File: src/rtl/xif_timer_pkg.sv
// Shared definitions for the xif timer/compare peripheral: register offsets,
// CTRL/STATUS bit positions, the CTRL layout and a byte-lane merge helper.
package xif_timer_pkg;

    localparam logic [5:0] TMR_CTRL_OFS   = 6'h00;
    localparam logic [5:0] TMR_PRESC_OFS  = 6'h04;
    localparam logic [5:0] TMR_COUNT_OFS  = 6'h08;
    localparam logic [5:0] TMR_CMP_OFS    = 6'h0C;
    localparam logic [5:0] TMR_STATUS_OFS = 6'h10;
    localparam logic [5:0] TMR_CAP_OFS    = 6'h14;

    localparam int CTRL_EN_BIT         = 0;
    localparam int CTRL_IRQ_EN_BIT     = 1;
    localparam int CTRL_AUTORELOAD_BIT = 2;
    localparam int STATUS_PEND_BIT     = 0;
    localparam int STATUS_CAPF_BIT     = 1;

    typedef struct packed {
        logic autoreload;
        logic irq_en;
        logic en;
    } ctrl_t;

    // Replace only the byte lanes selected by be with the new value.
    function automatic logic [31:0] merge_lanes(input logic [31:0] old_val,
                                                input logic [31:0] new_val,
                                                input logic [3:0]  be);
        logic [31:0] res;
        res = old_val;
        for (int i = 0; i < 4; i++) begin
            if (be[i]) begin
                res[8*i +: 8] = new_val[8*i +: 8];
            end
        end
        return res;
    endfunction

endpackage

File: src/rtl/xif_timer_presc.sv
// Prescaler for the xif timer: counts 0..presc while enabled and emits a
// one-cycle tick on the terminal value.
module xif_timer_presc #(
    parameter int PRESC_W = 16
) (
    input  logic               clk_i,
    input  logic               arst_i,
    input  logic               en,
    input  logic [PRESC_W-1:0] presc,
    input  logic               load,
    output logic               tick
);

    logic [PRESC_W-1:0] pcnt_r;

    assign tick = en && (pcnt_r == presc);

    // Prescale counter; disabled, reloaded or wrapping all restart it at zero.
    always_ff @(posedge clk_i or posedge arst_i) begin
        if (arst_i) begin
            pcnt_r <= '0;
        end else if (!en || load || tick) begin
            pcnt_r <= '0;
        end else begin
            pcnt_r <= pcnt_r + PRESC_W'(1);
        end
    end

endmodule

File: src/rtl/xif_timer.sv
// Memory-mapped 32-bit timer/compare peripheral on the xif split bus.
// Optional capture input enabled by defining XIF_TIMER_CAPTURE_EN.
module xif_timer
    import xif_timer_pkg::*;
#(
    parameter logic [31:0] BASE_ADDR = 32'h80000100,
    parameter int          PRESC_W   = 16,
    parameter logic [31:0] RST_CMP   = 32'hFFFFFFFF
) (
    input  logic        clk_i,
    input  logic        arst_i,
`ifdef XIF_TIMER_CAPTURE_EN
    input  logic        capture_i,
`endif
    input  logic        xif_req_i,
    input  logic        xif_we_i,
    input  logic [31:0] xif_addr_bi,
    input  logic [3:0]  xif_be_bi,
    input  logic [31:0] xif_wdata_bi,
    output logic        xif_ack_o,
    output logic        xif_resp_o,
    output logic [31:0] xif_rdata_bo,
    output logic        irq_o
);

    logic               hit_s;
    logic               wr_s;
    logic               rd_s;
    logic [5:0]         ofs_s;
    logic               sel_ctrl_s;
    logic               sel_presc_s;
    logic               sel_count_s;
    logic               sel_cmp_s;
    logic               sel_status_s;
    logic               tick_s;
    logic               match_s;
    logic               presc_load_s;
    logic               w1c_pend_s;
    logic               capf_s;
    logic [31:0]        cap_val_s;
    logic [31:0]        count_tick_s;
    logic [31:0]        rd_mux_s;

    ctrl_t              ctrl_r;
    logic [PRESC_W-1:0] presc_r;
    logic [31:0]        count_r;
    logic [31:0]        cmp_r;
    logic               pend_r;
    logic               resp_r;
    logic [31:0]        rdata_r;
    logic               irq_r;

    assign hit_s        = xif_req_i && (xif_addr_bi[31:6] == BASE_ADDR[31:6]);
    assign wr_s         = hit_s && xif_we_i;
    assign rd_s         = hit_s && !xif_we_i;
    assign ofs_s        = xif_addr_bi[5:0];
    assign sel_ctrl_s   = wr_s && (ofs_s == TMR_CTRL_OFS);
    assign sel_presc_s  = wr_s && (ofs_s == TMR_PRESC_OFS);
    assign sel_count_s  = wr_s && (ofs_s == TMR_COUNT_OFS);
    assign sel_cmp_s    = wr_s && (ofs_s == TMR_CMP_OFS);
    assign sel_status_s = wr_s && (ofs_s == TMR_STATUS_OFS);
    assign presc_load_s = sel_presc_s && (|xif_be_bi);
    assign w1c_pend_s   = sel_status_s && xif_be_bi[0] && xif_wdata_bi[STATUS_PEND_BIT];

    assign xif_ack_o    = hit_s;
    assign xif_resp_o   = resp_r;
    assign xif_rdata_bo = rdata_r;
    assign irq_o        = irq_r;

    xif_timer_presc #(
        .PRESC_W (PRESC_W)
    ) u_presc (
        .clk_i  (clk_i),
        .arst_i (arst_i),
        .en     (ctrl_r.en),
        .presc  (presc_r),
        .load   (presc_load_s),
        .tick   (tick_s)
    );

    assign match_s = tick_s && (count_r == cmp_r);

    // Counter value after this cycle's tick, before any software write lands on it.
    always_comb begin
        count_tick_s = count_r;
        if (tick_s) begin
            if (match_s && ctrl_r.autoreload) begin
                count_tick_s = 32'd0;
            end else begin
                count_tick_s = count_r + 32'd1;
            end
        end else begin
            count_tick_s = count_r;
        end
    end

    // Read mux over the current (pre-update) register state.
    always_comb begin
        rd_mux_s = 32'd0;
        case (ofs_s)
            TMR_CTRL_OFS:   rd_mux_s = {29'd0, ctrl_r};
            TMR_PRESC_OFS:  rd_mux_s = 32'(presc_r);
            TMR_COUNT_OFS:  rd_mux_s = count_r;
            TMR_CMP_OFS:    rd_mux_s = cmp_r;
            TMR_STATUS_OFS: begin
                rd_mux_s[STATUS_PEND_BIT] = pend_r;
                rd_mux_s[STATUS_CAPF_BIT] = capf_s;
            end
            TMR_CAP_OFS:    rd_mux_s = cap_val_s;
            default:        rd_mux_s = 32'd0;
        endcase
    end

    // Register file: software writes win over ticks lane by lane; a match wins over W1C.
    always_ff @(posedge clk_i or posedge arst_i) begin
        if (arst_i) begin
            ctrl_r  <= '0;
            presc_r <= '0;
            count_r <= 32'd0;
            cmp_r   <= RST_CMP;
            pend_r  <= 1'b0;
        end else begin
            if (sel_ctrl_s && xif_be_bi[0]) begin
                ctrl_r <= ctrl_t'(xif_wdata_bi[CTRL_AUTORELOAD_BIT:CTRL_EN_BIT]);
            end
            if (sel_presc_s) begin
                for (int i = 0; i < PRESC_W; i++) begin
                    if (xif_be_bi[i/8]) begin
                        presc_r[i] <= xif_wdata_bi[i];
                    end
                end
            end
            count_r <= sel_count_s ? merge_lanes(count_tick_s, xif_wdata_bi, xif_be_bi)
                                   : count_tick_s;
            if (sel_cmp_s) begin
                cmp_r <= merge_lanes(cmp_r, xif_wdata_bi, xif_be_bi);
            end
            pend_r <= match_s | (pend_r & ~w1c_pend_s);
        end
    end

`ifdef XIF_TIMER_CAPTURE_EN
    logic [2:0]  cap_sync_r;
    logic [31:0] cap_r;
    logic        capf_r;
    logic        cap_rise_s;
    logic        w1c_capf_s;

    assign cap_rise_s = cap_sync_r[1] & ~cap_sync_r[2];
    assign w1c_capf_s = sel_status_s && xif_be_bi[0] && xif_wdata_bi[STATUS_CAPF_BIT];
    assign capf_s     = capf_r;
    assign cap_val_s  = cap_r;

    // Two-flop synchronizer plus edge history; a rising edge snapshots COUNT.
    always_ff @(posedge clk_i or posedge arst_i) begin
        if (arst_i) begin
            cap_sync_r <= 3'b000;
            cap_r      <= 32'd0;
            capf_r     <= 1'b0;
        end else begin
            cap_sync_r <= {cap_sync_r[1:0], capture_i};
            if (cap_rise_s) begin
                cap_r <= count_r;
            end
            capf_r <= cap_rise_s | (capf_r & ~w1c_capf_s);
        end
    end
`else
    assign capf_s    = 1'b0;
    assign cap_val_s = 32'd0;
`endif

    // Read response: one-cycle strobe after accept, data forced to zero otherwise.
    always_ff @(posedge clk_i or posedge arst_i) begin
        if (arst_i) begin
            resp_r  <= 1'b0;
            rdata_r <= 32'd0;
        end else begin
            resp_r  <= rd_s;
            rdata_r <= rd_s ? rd_mux_s : 32'd0;
        end
    end

    // Level interrupt, registered from the pending flags gated by IRQ_EN.
    always_ff @(posedge clk_i or posedge arst_i) begin
        if (arst_i) begin
            irq_r <= 1'b0;
        end else begin
            irq_r <= (pend_r | capf_s) & ctrl_r.irq_en;
        end
    end

endmodule

File: config.mk
export PLATFORM = sky130hd
export DESIGN_NAME = xif_timer
export DESIGN_NICKNAME = d
export VERILOG_FILES = /design/src/rtl/xif_timer_pkg.sv /design/src/rtl/xif_timer_presc.sv /design/src/rtl/xif_timer.sv
export SDC_FILE = /design/constraint.sdc
export NUM_CORES = 1
export LEC_CHECK = 0
export ABC_AREA = 0
export CORE_ASPECT_RATIO = 1.1
export CORE_MARGIN = 3
export CORE_UTILIZATION = 49
export CTS_CLUSTER_SIZE = 16
export DETAILED_ROUTE_END_ITERATION = 6
export MAX_ROUTING_LAYER = met4
export PLACE_DENSITY = 0.77
export SYNTH_ARGS = -nofsm -noshare
export SYNTH_HDL_FRONTEND = slang
export SYNTH_SLANG_ARGS = --single-unit
File: constraint.sdc
create_clock -name clk_i -period 4.4 [get_ports clk_i]
set_input_delay 0.88 -clock clk_i [delete_from_list [all_inputs] [get_ports clk_i]]
set_output_delay 0.88 -clock clk_i [all_outputs]
set_load 0.01 [all_outputs]
==> qor.log, run 1 <==
INFO  run_status     outcome=completed
INFO  critical_path  regToRegStartpoint=presc_r[13]
INFO  route          detail-route-antenna-nets=0
INFO  route          wl_met3=1.38mm
INFO  critical_path  critical_path.startpoint_type=input port
INFO  clock_tree     cts-resized-gates=0
INFO  sta            post-route-min-period=3.44ns
INFO  place          globalplace.congestion=0.898
INFO  critical_path  timing.critical_path.buf_inv=2
INFO  sta            rsz_0062_raised_after_global_routing=no
INFO  grt            gr-total-overflow=0
INFO  critical_path  cpPeakStageDelay=0.56ns
INFO  sta            max-slew-margin-rel=41.1%
INFO  place          dp.cells=925
INFO  route          detail_route.wirelength.met1=7.38mm
INFO  route          post_drt_via_cell_ratio=5.93
INFO  critical_path  timing.critical_path.mode_cell=clkdlybuf4s50_1
INFO  grt            global_route.usage.total=25.4%
INFO  logic_synthesis ys_types=41
INFO  logic_synthesis synthesis.instances=661
INFO  route          drt_pre_antenna_iters=5
INFO  min_path       worst_hold_path.endpoint=irq_o
INFO  layout         num_antenna_cells=0
INFO  grt            grt_pass1_vias=5847
INFO  power          power_density=318nW/um^2
INFO  logic_synthesis asyncSetResetFlopFracSynth=100%
INFO  power          power.leakage=3.66nW
INFO  die            floorplan.core_area=13500um^2
INFO  logic_synthesis post-synth-top-area-cell=dfrtp_1
INFO  logic_synthesis syn-cell-area=6880um^2
INFO  flow_run       max_cap_violations=0
INFO  clock_tree     clock_tree.root_cell=clkbuf_16
INFO  power          p_switching=0.598mW
INFO  clock_tree     clk-insertion-delay-late=0.42ns
INFO  layout         area_growth_synth_to_finish=26.7%
INFO  logic_synthesis synth_edf_count=0
INFO  power          share_seq_of_total_power=44.5%
INFO  place          io_buffers=106
INFO  logic_synthesis net_count_after_synthesis=735
INFO  die            chipHeight=130um
INFO  logic_synthesis synth.ff_latch_count=134
INFO  route          vias=5675
INFO  critical_path  timing.critical_path.slowest_stage_cell=clkdlybuf4s50_1
INFO  sta            postLayoutSetupSlackWorst=0.959ns
INFO  critical_path  timing.critical_path.arrival=2.56ns
INFO  clock_tree     clock_path_buffers=2
INFO  critical_path  worstPathCellList=clkdlybuf4s50_1 > nor4bb_1 > nand4_1 > nor2_1 > clkdlybuf4s50_1
INFO  logic_synthesis synth.top_cell.area_share=37.1%
INFO  sta            clock-skew-final=0.0105ns
INFO  sta            achievable_frequency=291MHz
INFO  critical_path  critical_setup_path_class=in -> out
INFO  sta            layout_worst_path_cycle_share=78.2%
INFO  clock_tree     tritoncts.num_buffers=17
INFO  route          drt-initial-drc-count=617
INFO  die            floorplan.initialDensity=51.0%
INFO  clock_tree     clock_net_sink_count=134
INFO  grt            number_of_antenna_violations_at_the_first_check_in_global_routing=0
INFO  min_path       holdCritStartpoint=pend_r
INFO  place          dp_worst_setup_slack=0.972ns
INFO  die            area_enclosed_by_the_die_boundary=15500um^2
INFO  sta            timing.final.hold_violations=0
INFO  clock_tree     h_tree_depth=4
INFO  min_path       min-delay-path-class=reg -> reg
INFO  logic_synthesis synth_top_cells_by_area=dfrtp_1, dfstp_2, mux2_2
INFO  sta            hold_ws=0.545ns
INFO  clock_tree     clock_tree_from_tritoncts=done
INFO  layout         final_nets=834
INFO  power          share_clk_of_total_power=50.9%
INFO  critical_path  critical_path.reg2reg.endpoint=count_r[18]
INFO  route          postRouteWirelength=18.6mm
INFO  route          dr.max_layer_used=met4
INFO  route          routed_wire_length_per_instance=19.4um
INFO  layout         final_util=64.6%
INFO  critical_path  worst_path_dominant_cell_family=buffers and inverters
INFO  sta            setup_tns_after_final_layout=0ns
INFO  sta            pins_over_slew_limit=0
INFO  critical_path  worst-r2r-setup-slack=1.44ns
INFO  clock_tree     post-cts-setup-buffer-count=0
INFO  power          vdd_drop_max=0.201mV
INFO  place          dp_hpwl=13.1mm
INFO  die            pin_count=107
INFO  critical_path  critical_path_peak_fanout=3
INFO  clock_tree     cts_hold_buf=0
INFO  logic_synthesis yosysSeqAreaShare=49.3%
INFO  route          route.detailed.drc=0
INFO  critical_path  worst_setup_path_end_kind=output pin
INFO  layout         finish.cell_count_without_fillers=957
INFO  power          power.share.combinational=4.6%
INFO  power          intPower=2.18mW
INFO  die            core.rowCount=44
INFO  power          switching_fraction_of_total_power=21.6%
INFO  logic_synthesis yosys_most_used_dff=dfrtp_1
INFO  sta            report.final.setup_viol=0
INFO  critical_path  r2r_cells=6
INFO  route          met2_length=9.25mm
INFO  layout         drive_above_1_share=19.1%
INFO  grt            grt_start_max_net_pins=77
INFO  die            dieWidth=119um
INFO  clock_tree     reg_clk_slew_reported_paths=0.06ns
INFO  sta            tightest_slew=0.883ns
INFO  logic_synthesis post_synth.cell_area_avg=10.4um^2
INFO  grt            global_route_wire_length_before_repair=29.9mm
INFO  power          fin_total_pwr=2.77mW
INFO  critical_path  timing.critical_path.required=3.52ns
INFO  place          placed_area=8120um^2
INFO  logic_synthesis number_of_synthesis_warnings=0
INFO  layout         final_cell_area=8710um^2
INFO  min_path       worstHoldPathCells=1
[layout by cell type (no fill, tap or decap), types with 4 or more instances in the layout]
master | Yosys | layout
a22oi_1 | 29 | 29
and3_1 | 14 | 14
buf_4 | 0 | 10
clkbuf_16 | 0 | 17
clkdlybuf4s50_1 | 0 | 106
clkinv_2 | 0 | 4
clkinvlp_4 | 0 | 6
dfrtp_1 | 102 | 102
dfstp_2 | 32 | 32
inv_1 | 8 | 7
mux2_2 | 64 | 64
nand2_1 | 58 | 58
nand3_1 | 30 | 30
nand4_1 | 27 | 27
nor2_1 | 56 | 56
nor3_1 | 19 | 19
nor4_1 | 26 | 26
o21a_1 | 6 | 6
o21ai_0 | 33 | 33
xnor2_1 | 40 | 40
xor2_1 | 47 | 47
[power groups by stage]
stage	sequential (mW)	combinational, mW	clock, mW
after floorplan	1.26	0.0355	0
after global placement	1.26	0.126	0
after detailed placement	1.26	0.128	0
after CTS	1.23	0.130	1.43
after global routing	1.23	0.139	1.48
final	1.23	0.129	1.41
[sequential cells by signal (all words and copies together), names as in the netlist]
register	count
count_r	32
xif_rdata_bo	32
u_presc.pcnt_r	16
pend_r	1
irq_o	1
ctrl_r	3
cmp_r	32
presc_r	16
xif_resp_o	1
[final cells by class]
| cell class | count | area [um^2] |
|---|---|---|
| fillers | 1041 | 4770 |
| clock buffers | 20 | 467 |
| flip-flops and latches | 134 | 3390 |
| repair buffers | 117 | 1160 |
| multi-input cells | 482 | 3310 |
| well taps | 184 | 230 |
| clock inverters | 12 | 126 |
| inverters | 8 | 33.8 |
[cells by family (layout without fill, tap and decap cells)]
kind of cell / Yosys count / count (layout) / share of synthesized area [%]
muxes: 67 / 67 / 11.3
DFF: 134 / 134 / 49.3
adders and majority gates: 2 / 2 / 0.364
AOI/OAI and AO/OA: 78 / 78 / 7.28
buffers and inverters: 45 / 157 / 2.60
xor gates and xnor gates: 87 / 87 / 11.1
and+or+nand+nor: 248 / 248 / 18.1
[worst max path at each step]
stage / startpoint / endpoint / slack (ns) / cells after the start
4_1_cts: xif_addr_bi[31] / xif_ack_o / 0.97 / 5
2_1_floorplan: xif_addr_bi[6] / cmp_r[10] / 1.71 / 6
5_1_grt: xif_addr_bi[31] / xif_ack_o / 0.80 / 5
3_5_place_dp: xif_addr_bi[31] / xif_ack_o / 0.97 / 5
3_3_place_gp: xif_addr_bi[6] / xif_ack_o / 1.02 / 5
6_report: xif_addr_bi[31] / xif_ack_o / 0.96 / 5
[metal layers]
metal,global-route usage [%],vias up
met5,-,-
met4,10.8,0
met3,5.42,52
met2,42.2,294
met1,30.3,2771
li1,-,2558
[cell usage after synthesis (2+ instances only)]
cell	instances
nand3_1	30
nor4_1	26
a21oi_1	2
and2_1	2
xor2_1	47
o31a_1	3
buf_2	2
buf_1	4
nor2_1	56
xnor2_1	40
o21ai_0	33
inv_1	8
a21boi_0	3
dfrtp_1	102
mux2_2	64
a22oi_1	29
nand4_1	27
or4_1	3
dfstp_2	32
nand2_1	58
nor3_1	19
ha_1	2
o21a_1	6
mux4_2	2
clkbuf_1	30
nor3_2	3
and3_1	14
Note: power is estimated with default switching activity, not from simulation.
==> run 2: changes to the inputs <==
Settings changed: CORE_UTILIZATION 49 to 51, PLACE_DENSITY 0.77 to 0.76.
Clock period 4.4 ns to 3.4 ns, I/O delays scaled along.
==> qor.log, run 2 (same netlist as run 1, synthesis figures left out) <==
INFO  critical_path  worstSetupStartpoint=xif_addr_bi[10]
INFO  place          dp.cells=903 [-2.4%]
INFO  sta            postLayoutSetupSlackWorst=0.397ns [-0.562 ns]
INFO  die            core.rowCount=43 [-2.3%]
INFO  flow_run       max_cap_violations=0 [unchanged]
INFO  sta            pins_over_slew_limit=0 [unchanged]
INFO  layout         num_antenna_cells=0 [unchanged]
INFO  critical_path  critical_path_peak_fanout=3 [unchanged]
INFO  die            chipHeight=128um [-1.9%]
INFO  route          routed_wire_length_per_instance=19.6um [+1.1%]
INFO  layout         seqCellArea=3390um^2 [unchanged]
INFO  place          globalplace.congestion=0.905 [+0.69%]
INFO  grt            grt_start_max_net_pins=135 [+75%]
INFO  clock_tree     post-cts-setup-buffer-count=0 [unchanged]
INFO  layout         area_growth_synth_to_finish=27.3%
INFO  layout         multi_input_comb_area=3310um^2 [unchanged]
INFO  grt            gr-total-overflow=0 [unchanged]
INFO  power          vdd_drop_max=0.274mV [+36%]
INFO  sta            tightest_slew=0.861ns [-0.0222 ns]
INFO  clock_tree     clock_tree.root_cell=clkbuf_16
INFO  sta            post-route-min-period=3.00ns
INFO  sta            rsz_0062_raised_after_global_routing=no
INFO  route          drt-initial-drc-count=596 [-3.4%]
INFO  layout         drive_above_1_share=19.3% [+0.13 points]
INFO  route          post_drt_via_cell_ratio=6.00 [+1.1%]
INFO  route          postRouteWirelength=18.4mm [-1.2%]
INFO  critical_path  r2r_cells=6 [unchanged]
INFO  sta            report.final.setup_viol=0 [unchanged]
INFO  layout         layout.filler_cells=963 [-7.5%]
INFO  clock_tree     clk-insertion-delay-late=0.42ns [about the same]
INFO  layout         final_util=67.8% [+3.2 points]
INFO  critical_path  critical_path.startpoint_type=input port
INFO  clock_tree     h_tree_depth=4 [unchanged]
INFO  critical_path  capturing_instance_or_port_of_the_critical_path=xif_ack_o
INFO  min_path       min-delay-path-class=reg -> reg
INFO  die            area_enclosed_by_the_die_boundary=14900um^2 [-3.7%]
INFO  layout         finish.cell_count_without_fillers=935 [-2.3%]
INFO  route          detail-route-antenna-nets=0 [unchanged]
INFO  critical_path  timing.critical_path.required=2.72ns [-0.80 ns]
INFO  clock_tree     cts-resized-gates=0 [unchanged]
INFO  critical_path  timing.critical_path.arrival=2.32ns [-0.24 ns]
INFO  route          drt_pre_antenna_iters=5 [unchanged]
INFO  grt            global_route_wire_length_before_repair=29.5mm [-1.4%]
INFO  clock_tree     clock_net_sink_count=134 [unchanged]
INFO  run_status     outcome=completed
INFO  sta            clock-skew-final=0.00927ns [-0.00125 ns]
INFO  sta            timing.final.hold_violations=0 [unchanged]
INFO  grt            number_of_antenna_violations_at_the_first_check_in_global_routing=0 [unchanged]
INFO  sta            achievable_frequency=333MHz
INFO  sta            setup_tns_after_final_layout=0ns [unchanged]
INFO  critical_path  regToRegStartpoint=presc_r[15]
INFO  critical_path  critical_setup_path_class=in -> out
INFO  die            pin_count=107 [unchanged]
INFO  layout         layout_commonest_cell=clkdlybuf4s50_1
INFO  route          vias=5608 [-1.2%]
INFO  die            floorplan.initialDensity=53.3% [+2.3 points]
INFO  clock_tree     clock_path_buffers=2 [unchanged]
INFO  die            dieWidth=117um [-1.9%]
INFO  route          route.detailed.drc=0 [unchanged]
INFO  die            floorplan.core_area=12900um^2 [-4.3%]
INFO  clock_tree     tritoncts.num_buffers=17 [unchanged]
INFO  place          io_buffers=106 [unchanged]
INFO  place          dp_hpwl=13.1mm [-0.61%]
INFO  sta            layout_worst_path_cycle_share=88.3%
INFO  clock_tree     clock_tree_from_tritoncts=done
INFO  critical_path  worst_setup_path_end_kind=output pin
INFO  critical_path  worst-r2r-setup-slack=0.63ns [-0.81 ns]
INFO  layout         final_nets=839 [+0.60%]
INFO  critical_path  critical_path.reg2reg.endpoint=count_r[16]
INFO  sta            max-slew-margin-rel=42.6% [+1.5 points]
INFO  clock_tree     cts_hold_buf=0 [unchanged]
INFO  power          power_density=426nW/um^2 [+34%]
INFO  grt            global_route.usage.total=26.3% [+0.87 points]
INFO  layout         most-common-layout-cells=clkdlybuf4s50_1, dfrtp_1, mux2_2
INFO  grt            grt_pass1_vias=5853 [+0.10%]
INFO  place          dp_worst_setup_slack=0.338ns [-0.634 ns]
INFO  power          power.leakage=3.71nW [+1.5%]
INFO  clock_tree     reg_clk_slew_reported_paths=0.05ns [about the same]
## run 2: worst min path at each step
stage / from / end / depth (start not counted)
2_1_floorplan: ctrl_r[1] / irq_o / 1
3_3_place_gp: pend_r / irq_o / 1
3_5_place_dp: pend_r / irq_o / 1
4_1_cts: ctrl_r[1] / irq_o / 1
5_1_grt: ctrl_r[1] / irq_o / 1
6_report: ctrl_r[1] / irq_o / 1
## run 2: layout make-up
class                           instances  area share, %
Clock buffer                           24           5.61
Clock inverter                          8           1.64
Inverter                                8          0.386
Multi-Input combinational cell        482           37.8
Sequential cell                       134           38.7
Tap cell                              157           2.24
Timing Repair Buffer                  122           13.6
## run 2: layer usage
layer / track usage, % / part of all wire [%] / routed length (um)
met3: 5.81 / 7.7 / 1420
met4: 9.31 / 2.3 / 427
met2: 43.2 / 50 / 9150
met5: - / 0 / 0
met1: 31.9 / 40 / 7370
## run 2: per-stage QoR
step	cell area (um^2)	power (mW)	hold WS, ns
finish	8760	3.73	0.509
global route	8760	3.84	0.539
floorplan	6880	1.67	0.467
global placement	8120	1.79	0.494
detailed placement	8120	1.79	0.497
CTS	8760	3.77	0.515
## run 2: critical path: stages
cell and delay [ns]:
clkdlybuf4s50_1 0.41, nor4_1 0.32, nand4_1 0.21, nor2_1 0.15, clkdlybuf4s50_1 0.55
## run 2: power breakdown
| group | internal [mW] | leakage (nW) | switching, mW |
|---|---|---|---|
| Combinational | 0.0859 | 1.66 | 0.0794 |
| Sequential | 1.60 | 1.73 | 0.00000000489 |
| Clock | 1.30 | 0.314 | 0.668 |
==> run 3: changes to the inputs <==
Settings changed: CORE_MARGIN 3 to 4.
==> qor.log, run 3 (same netlist as run 1, synthesis figures left out) <==
INFO  place          io_buffers=106 [unchanged]
INFO  die            chipHeight=130um [+1.6%]
INFO  die            dieWidth=119um [+1.7%]
INFO  route          routed_wire_length_per_instance=19.3um [-1.7%]
INFO  flow_run       max_cap_violations=0 [unchanged]
INFO  layout         layout_commonest_cell=clkdlybuf4s50_1
INFO  place          dp_hpwl=13.2mm [+1.1%]
INFO  layout         layout.filler_cells=1041 [+8.1%]
INFO  die            floorplan.initialDensity=52.1% [-1.2 points]
INFO  place          globalplace.congestion=0.911 [+0.67%]
INFO  clock_tree     clock_net_sink_count=134 [unchanged]
INFO  critical_path  timing.critical_path.slowest_stage_cell=clkdlybuf4s50_1
INFO  sta            post-route-min-period=3.03ns [+0.0307 ns]
INFO  critical_path  critical_path_peak_fanout=3 [unchanged]
INFO  grt            grt_start_max_net_pins=135 [unchanged]
INFO  sta            rsz_0062_raised_after_global_routing=no
INFO  clock_tree     clk-insertion-delay-late=0.42ns [about the same]
INFO  place          dp.cells=910 [+0.78%]
INFO  route          post_drt_via_cell_ratio=5.94 [-0.90%]
INFO  clock_tree     cts_hold_buf=0 [unchanged]
INFO  clock_tree     cts-resized-gates=0 [unchanged]
INFO  critical_path  worst_path_dominant_cell_family=buffers and inverters
INFO  clock_tree     tritoncts.num_buffers=17 [unchanged]
INFO  route          route.detailed.drc=0 [unchanged]
INFO  grt            gr-total-overflow=0 [unchanged]
INFO  route          detail-route-antenna-nets=0 [unchanged]
INFO  critical_path  timing.critical_path.required=2.72ns [about the same]
INFO  sta            pins_over_slew_limit=0 [unchanged]
INFO  sta            tightest_slew=0.741ns [-0.120 ns]
INFO  critical_path  critical_setup_path_class=in -> out
INFO  sta            report.final.setup_viol=0 [unchanged]
INFO  grt            grt_pass1_vias=5881 [+0.48%]
INFO  layout         area_growth_synth_to_finish=27.3% [about the same]
INFO  critical_path  worst-r2r-setup-slack=0.68ns [+0.05 ns]
INFO  power          power_density=418nW/um^2 [-1.9%]
INFO  layout         final_util=66.3% [-1.6 points]
INFO  route          vias=5599 [-0.16%]
INFO  min_path       min-delay-path-class=reg -> reg
INFO  grt            global_route_wire_length_before_repair=29.6mm [+0.21%]
INFO  sta            timing.final.hold_violations=0 [unchanged]
INFO  layout         seqCellArea=3390um^2 [unchanged]
INFO  critical_path  critical_path.startpoint_type=input port
INFO  run_status     outcome=completed
INFO  clock_tree     post-cts-setup-buffer-count=0 [unchanged]
INFO  power          vdd_drop_max=0.288mV [+5.1%]
INFO  clock_tree     h_tree_depth=4 [unchanged]
INFO  clock_tree     clock_tree_from_tritoncts=done
INFO  route          drt_pre_antenna_iters=7 [+2]
INFO  layout         drive_above_1_share=19.5% [+0.18 points]
INFO  layout         most-common-layout-cells=clkdlybuf4s50_1, dfrtp_1, mux2_2
INFO  die            area_enclosed_by_the_die_boundary=15400um^2 [+3.3%]
INFO  route          drt-initial-drc-count=582 [-2.3%]
INFO  layout         multi_input_comb_area=3310um^2 [unchanged]
INFO  critical_path  timing.critical_path.mode_cell=clkdlybuf4s50_1
INFO  critical_path  timing.critical_path.arrival=2.35ns [+0.03 ns]
INFO  grt            global_route.usage.total=25.1% [-1.2 points]
INFO  critical_path  worstPathCellList=clkdlybuf4s50_1 > nor4bb_1 > nand4_1 > nor2_1 > clkdlybuf4s50_1
INFO  layout         finish.cell_count_without_fillers=942 [+0.75%]
INFO  critical_path  cpPeakStageDelay=0.55ns [about the same]
INFO  sta            max-slew-margin-rel=50.6% [+8.0 points]
INFO  clock_tree     reg_clk_slew_reported_paths=0.06ns [about the same]
INFO  sta            clock-skew-final=0.00862ns [-0.000650 ns]
INFO  sta            layout_worst_path_cycle_share=89.2% [+0.90 points]
INFO  sta            achievable_frequency=330MHz [-1.0%]
INFO  clock_tree     clock_tree.root_cell=clkbuf_16
INFO  critical_path  timing.critical_path.buf_inv=2 [unchanged]
INFO  power          power.leakage=3.71nW [-0.11%]
INFO  layout         num_antenna_cells=0 [unchanged]
INFO  die            core.rowCount=44 [+2.3%]
INFO  grt            number_of_antenna_violations_at_the_first_check_in_global_routing=0 [unchanged]
INFO  critical_path  worst_setup_path_end_kind=output pin
INFO  layout         final_nets=842 [+0.36%]
INFO  clock_tree     clock_path_buffers=2 [unchanged]
INFO  die            floorplan.core_area=13200um^2 [+2.3%]
INFO  sta            setup_tns_after_final_layout=0ns [unchanged]
INFO  die            pin_count=107 [unchanged]
INFO  route          postRouteWirelength=18.2mm [-0.97%]
==> run 3: stage by stage <==
| stage | cell area [um^2] | power [mW] | setup WS, ns | hold slack [ns] |
|---|---|---|---|---|
| after global placement | 8150 | 1.79 | 0.433 | 0.496 |
| after global routing | 8760 | 3.77 | 0.192 | 0.544 |
| final | 8760 | 3.66 | 0.367 | 0.528 |
| after CTS | 8760 | 3.68 | 0.346 | 0.532 |
| after floorplan | 6880 | 1.67 | 0.913 | 0.467 |
| after detailed placement | 8150 | 1.79 | 0.312 | 0.505 |
==> run 3: final timing paths <==
path / startpoint / end / cells past startpoint
max in group asynchronous: arst_i / xif_rdata_bo[21] / 3
worst max-delay path: xif_addr_bi[31] / xif_ack_o / 5
worst min register to register: pend_r / irq_o / 1
worst max register to register: presc_r[3] / count_r[14] / 6
worst min-delay path: pend_r / irq_o / 1
min in group asynchronous: arst_i / xif_rdata_bo[4] / 3
==> run 3: layout make-up <==
| cell class | instances | share of cell area, % |
|---|---|---|
| inverter | 8 | 0.386 |
| sequential | 134 | 38.7 |
| clock buffer | 22 | 5.19 |
| multi-input combinational | 482 | 37.8 |
| timing repair buffer | 125 | 13.9 |
| clock inverter | 10 | 1.74 |
| tap | 161 | 2.30 |
==> run 3: worst register-to-register path, delay by kind of cell (launching register included) <==
family          cells  cell delay (ns)
xor+xnor            1             0.30
mux                 1             0.27
flops               1             0.42
simple gates        3             1.46
compound gates      1             0.16
==> run 3: metal layers <==
metal | wire length (um) | up-vias | global-route usage [%] | part of all wire (%)
met3 | 1150 | 43 | 5.77 | 6.3
met1 | 7340 | 2776 | 29.2 | 40
met2 | 9190 | 219 | 42.5 | 51
li1 | - | 2561 | - | -
met5 | 0 | - | - | 0
met4 | 511 | 0 | 10.1 | 2.8
==> run 3: power by group <==
| group | switching (mW) | internal, mW | total, mW |
|---|---|---|---|
| Clock | 0.662 | 1.24 | 1.90 |
| Combinational | 0.0783 | 0.0859 | 0.164 |
| Sequential | 0.00000000499 | 1.60 | 1.60 |
==> RTL edit 1 (config.mk and constraints of run 2) <==
Add a define of `XIF_TIMER_CAPTURE_EN`.
--- a/src/rtl/xif_timer.sv
+++ b/src/rtl/xif_timer.sv
@@ -1,4 +1,6 @@
 // Memory-mapped 32-bit timer/compare peripheral on the xif split bus.
 // Optional capture input enabled by defining XIF_TIMER_CAPTURE_EN.
+`define XIF_TIMER_CAPTURE_EN
+
 module xif_timer
     import xif_timer_pkg::*;
Interface: changed (added capture_i); port bits go from 107 to 108. No check against the original RTL was run, so the function may have changed too.
==> RTL edit 1 against run 2 <==
Cell area is 17% higher; sequential cell count is 36 higher; first-iteration DRC count is 7.4% higher; largest cell class unchanged; wire length is 22% higher; critical path type unchanged; setup slack worse by 0.27 ns; area after synthesis is 22% higher; total power is 10% higher.
==> RTL edit 1: results (changes against run 2) <==
Post-DP HPWL: 15500 µm (+19%). The logs give 1198 (+24%) for the final-layout fill cell count and 0.00324 W (+8.4%) for the total internal power. The tools report the worst hold slack as 0.352 ns (-0.157 ns). The synthesized instance count is 721 (+9.1%), and the synthesized netlist net count is 796 (+8.3%). The portion of total power attributed to the clock network is 0.459 (-0.069). The final routed wire length divided by cell count came out at 21.8 µm (+11%).

The compound-cell area share of the yosys netlist was 0.0798 (+0.00704). The maximum fanout encountered on the critical timing path was 2 (-1). The worst hold path cell count came out at 0 (-1). The run gives 22400 µm (+22%) as the total wire length after detailed routing.

The wire length of the first global-routing pass came out at 35700 µm (+21%). The sequential cell fraction of total power is 0.494 (+0.066), and the standby leakage power is 4.59 nW (+24%). The post-synthesis cell type count is 47 (+15%). The met2 routed wirelength was 11100 µm (+21%); the count of inserted antenna diode cells was 0 (unchanged).

The violation count after the first detailed-routing iteration is 640 (+7.4%). The logs give 0.510 (+0.0167) for the sequential share of the synthesized area and 890 (+6.1%) for the number of nets in the layout. The end point of the most critical hold path is cap_sync_r[1]. Count of port buffers added during placement: 107 (+0.94%).

The startpoint identified for the worst hold timing path is cap_sync_r[0]. The run finished with clean final reports. The transition at the pin with the smallest max-transition slack came out at 0.905 ns (+0.0444 ns).

The data arrival at the endpoint of the critical path is 2.60 ns (+0.28 ns), and the maximum clock frequency is 0.305 GHz (-8.3%). The tools report the total area of sequential cells as 4290 µm² (+27%). The tools report the terminus of the critical flop-to-flop path as count_r[23]. The detailed-routing iteration count for the pre-antenna-repair pass is 6 (+1), and the xor and xnor area share after synthesis is 0.0945 (-0.0163). The layout cell share with drive strength beyond 1 is 0.220 (+0.0270). The launch instance of the worst register-to-register path is count_r[4]. The post-placement worst setup slack was 0.0914 ns (-0.246 ns); the pin count of the biggest net entering global routing was 171 (+27%).

The arithmetic-cell share of the synthesized area counting full adders, half adders and majority gates works out to 0.00297 (-0.000666). Multiplexer share of the synthesized area: 0.138 (+0.0248). Tracing the worst setup path back leads to its startpoint at xif_addr_bi[26]. Global placement routability congestion: 0.880 (-2.7%). The kind of cell adding the most delay to the critical path is simple AND/OR/NAND/NOR gates. The via count of the first global-routing pass was 6455 (+10%).

The post-detailed-route via-to-cell ratio came out at 6.18 (+3.0%). Among all stages on the critical path, the largest delay is contributed by sky130_fd_sc_hd__or4_1. The area of placed instances came out at 9680 µm² (+19%). The worst clock skew on the final layout came out at 0.00918 ns (-0.0000823 ns).

The total met3 wirelength after detailed routing is 1620 µm (+14%). For the number of buffers created by CTS, the log shows 17 (unchanged). After synthesis, the cell types taking the most area are sky130_fd_sc_hd__dfrtp_1 41%, sky130_fd_sc_hd__mux2_2 11%, sky130_fd_sc_hd__dfstp_2 10%. The run gives 0.00203 W (+27%) as the power drawn by the sequential cells.

The run gives 9030 µm (+23%) as the met1 routed wirelength after detailed routing.
## RTL edit 1: changes by cell type in the layout (fill, tap and decap cells not counted), sizes merged, moves of 8 or more
| cell | change |
|---|---|
| nand2 | -32 |
| o21ai | -30 |
| xor2 | +18 |
| a22oi | -27 |
| mux2 | +38 |
| dfrtp | +36 |
| xnor2 | -15 |
| a22o | +28 |
| a222oi | +30 |
| inv | +8 |
## RTL edit 1: final cells by class
| cell class | count | share of cell area |
|---|---|---|
| clock buffers | 24 | 0.0460 |
| clock inverters | 8 | 0.00952 |
| inverters | 16 | 0.00622 |
| multi-input cells | 490 | 0.380 |
| flip-flops and latches | 170 | 0.419 |
| well taps | 200 | 0.0244 |
| repair buffers | 120 | 0.115 |
## RTL edit 1: layer usage
metal  GRT usage  up-vias
li1            -     2831
met1       0.341     3208
met2       0.406      267
met3      0.0515       44
met4       0.105        0
met5           -        -
==> RTL edit 2 (settings of run 2) <==
Without the edit above. `rdata_r` no longer has a reset.
--- a/src/rtl/xif_timer.sv
+++ b/src/rtl/xif_timer.sv
@@ -175,9 +175,11 @@
         if (arst_i) begin
             resp_r  <= 1'b0;
-            rdata_r <= 32'd0;
         end else begin
             resp_r  <= rd_s;
-            rdata_r <= rd_s ? rd_mux_s : 32'd0;
         end
+    end
+
+    always_ff @(posedge clk_i) begin
+        rdata_r <= rd_s ? rd_mux_s : 32'd0;
     end
 
Behaviour: not the same (Yosys sat finds a counterexample within 4 cycles, from zero or initial values and one cycle with arst_i high).
==> RTL edit 2 against run 2 <==
Sequential cell count unchanged; total power shrank 3.8%; cell area grew 1.1%; worst hold slack better by 0.044 ns; setup slack better by 0.10 ns; wire length grew 6.6%; die area rose by 2.3%; via count grew 4.9%; register-to-register slack worse by 0.03 ns; critical path depth did not move; area after synthesis rose by 2.4%; largest cell class is now multi-input combinational cells; largest power group unchanged; highest routed layer unchanged.
==> RTL edit 2: results (changes against run 2) <==
The tools report the register-to-register setup slack as 0.60 ns (-0.03 ns). The critical path starts at xif_addr_bi[11]. For the number of nets in the layout, the log shows 862 (+2.7%).

The run gives 0.459 (-0.0343) as the sequential share of the synthesized area. Area of placed instances: 8230 µm² (+1.3%). The commonest cells after synthesis are 70 x sky130_fd_sc_hd__dfrtp_1, 64 x sky130_fd_sc_hd__mux2_2, 58 x sky130_fd_sc_hd__nand2_1, 58 x sky130_fd_sc_hd__nor2_1, 58 x sky130_fd_sc_hd__xnor2_1. The flow ran to the end, and the final reports show no timing, DRC or antenna violations.

The startpoint identified for the worst register-to-register timing path is u_presc.pcnt_r[12]. The count of vias placed by the detailed router came out at 5884 (+4.9%). The layout cell share with drive strength beyond 1 is 0.205 (+0.0119), and the maximum single-stage delay on the critical path is 0.45 ns (-0.10 ns). The tools report the number of standard cells in the final layout excluding fillers as 985 (+5.3%).

In this run the critical register-to-register path is captured at u_presc.pcnt_r[5]. The met2 routed wirelength is 9960 µm (+8.8%). The pin count of the biggest net entering global routing is 49 (-64%), and the worst clock skew on the final layout is 0.00935 ns (+0.0000784 ns). The run gives 0.267 (+0.00422) as the total routing usage reported by global routing. For the synthesized netlist net count, the log shows 770 (+4.8%).

The run gives 6 (+1) as the detailed-routing iteration count for the pre-antenna-repair pass. The standby leakage power was 3.38 nW (-8.9%). The synthesized area per cell works out to 10.1 µm² (-2.7%). The run gives 0.316 (-0.00340) as the global routing usage on met1. After synthesis, the cell types taking the most area are sky130_fd_sc_hd__dfrtp_1 25%, sky130_fd_sc_hd__dfstp_2 12%, sky130_fd_sc_hd__mux2_2 10%. For the global routing usage on met3, the log shows 0.0624 (+0.00434). The logs give 0.888 (-1.9%) for the global placement routability congestion and 609 (+2.2%) for the violation count after the first detailed-routing iteration.

Clock transition at the register clock pins on the worst setup and hold paths after CTS: 0.06 ns. The transition at the pin with the smallest max-transition slack is 0.667 ns (-0.194 ns), and the post-DP HPWL is 14300 µm (+9.9%). Met1 routed wirelength after detailed routing: 7810 µm (+6.0%).

The maximum fanout encountered on the critical timing path is 2 (-1). The final routed wire length divided by cell count came out at 19.9 µm (+1.2%). The post-synthesis cell type count was 49 (+20%). The fraction of registers with async set or reset after synthesis came out at 0.761 (-0.239).

For the count of placed standard cells including taps, the log shows 952 (+5.4%). The tools report the global routing met2 resource utilization as 0.447 (+0.0150). The data arrival at the endpoint of the critical path came out at 2.22 ns (-0.10 ns).

For the total met3 wirelength after detailed routing, the log shows 1290 µm (-9.7%).
RTL edit 2: logic make-up after synthesis:
family	after synthesis	synth area share
xor+xnor	91	0.113
mux	67	0.108
fa+ha+maj	2	0.00355
simple gates	278	0.219
compound gates	73	0.0647
buf+inv	51	0.0323
flops	134	0.459
RTL edit 2: worst min path at each step:
stage | start | to | slack, ns | cells past startpoint
CTS | ctrl_r[1] | irq_o | 0.55 | 1
global route | ctrl_r[1] | irq_o | 0.57 | 1
floorplan | pend_r | irq_o | 0.47 | 1
finish | ctrl_r[1] | irq_o | 0.55 | 1
global placement | ctrl_r[1] | irq_o | 0.51 | 1
detailed placement | ctrl_r[1] | irq_o | 0.53 | 1
RTL edit 2: repair_timing:
action | CTS | global route
endpoints found under the setup margin | 1 | 1
gates resized for setup | 1 | 2
buffers inserted | 0 | 1
hold buffers | 0 | 0
pin swaps | 0 | 1
hold endpoints to repair | 0 | 0
RTL edit 2: critical path: cells and delay by family:
kind	cells	cell delay (ns)
AND/OR/NAND/NOR	3	0.86
buffers and inverters	2	0.68
RTL edit 2: where the power goes:
group	switching (W)	leakage [nW]	internal (W)	total (W)
Clock	0.000704	0.289	0.00113	0.00183
Sequential	0.00000000000645	1.55	0.00159	0.00159
Combinational	0.0000797	1.55	0.0000888	0.000169
RTL edit 2: cell type report:
class	instances	area, µm²
tap	184	230
multi-input combinational	511	3600
sequential	134	3230
fill	1075	4520
clock buffer	22	507
timing repair buffer	119	1170
inverter	5	21.3
clock inverter	10	91.3
RTL edit 2: metrics by stage:
| stage | utilization | worst slack, ns |
|---|---|---|
| floorplan | - | 0.0975 |
| global placement | 0.615 | 0.207 |
| detailed placement | 0.615 | -0.0253 |
| CTS | 0.660 | 0.0638 |
| global route | 0.662 | 0.358 |
| finish | 0.662 | 0.502 |
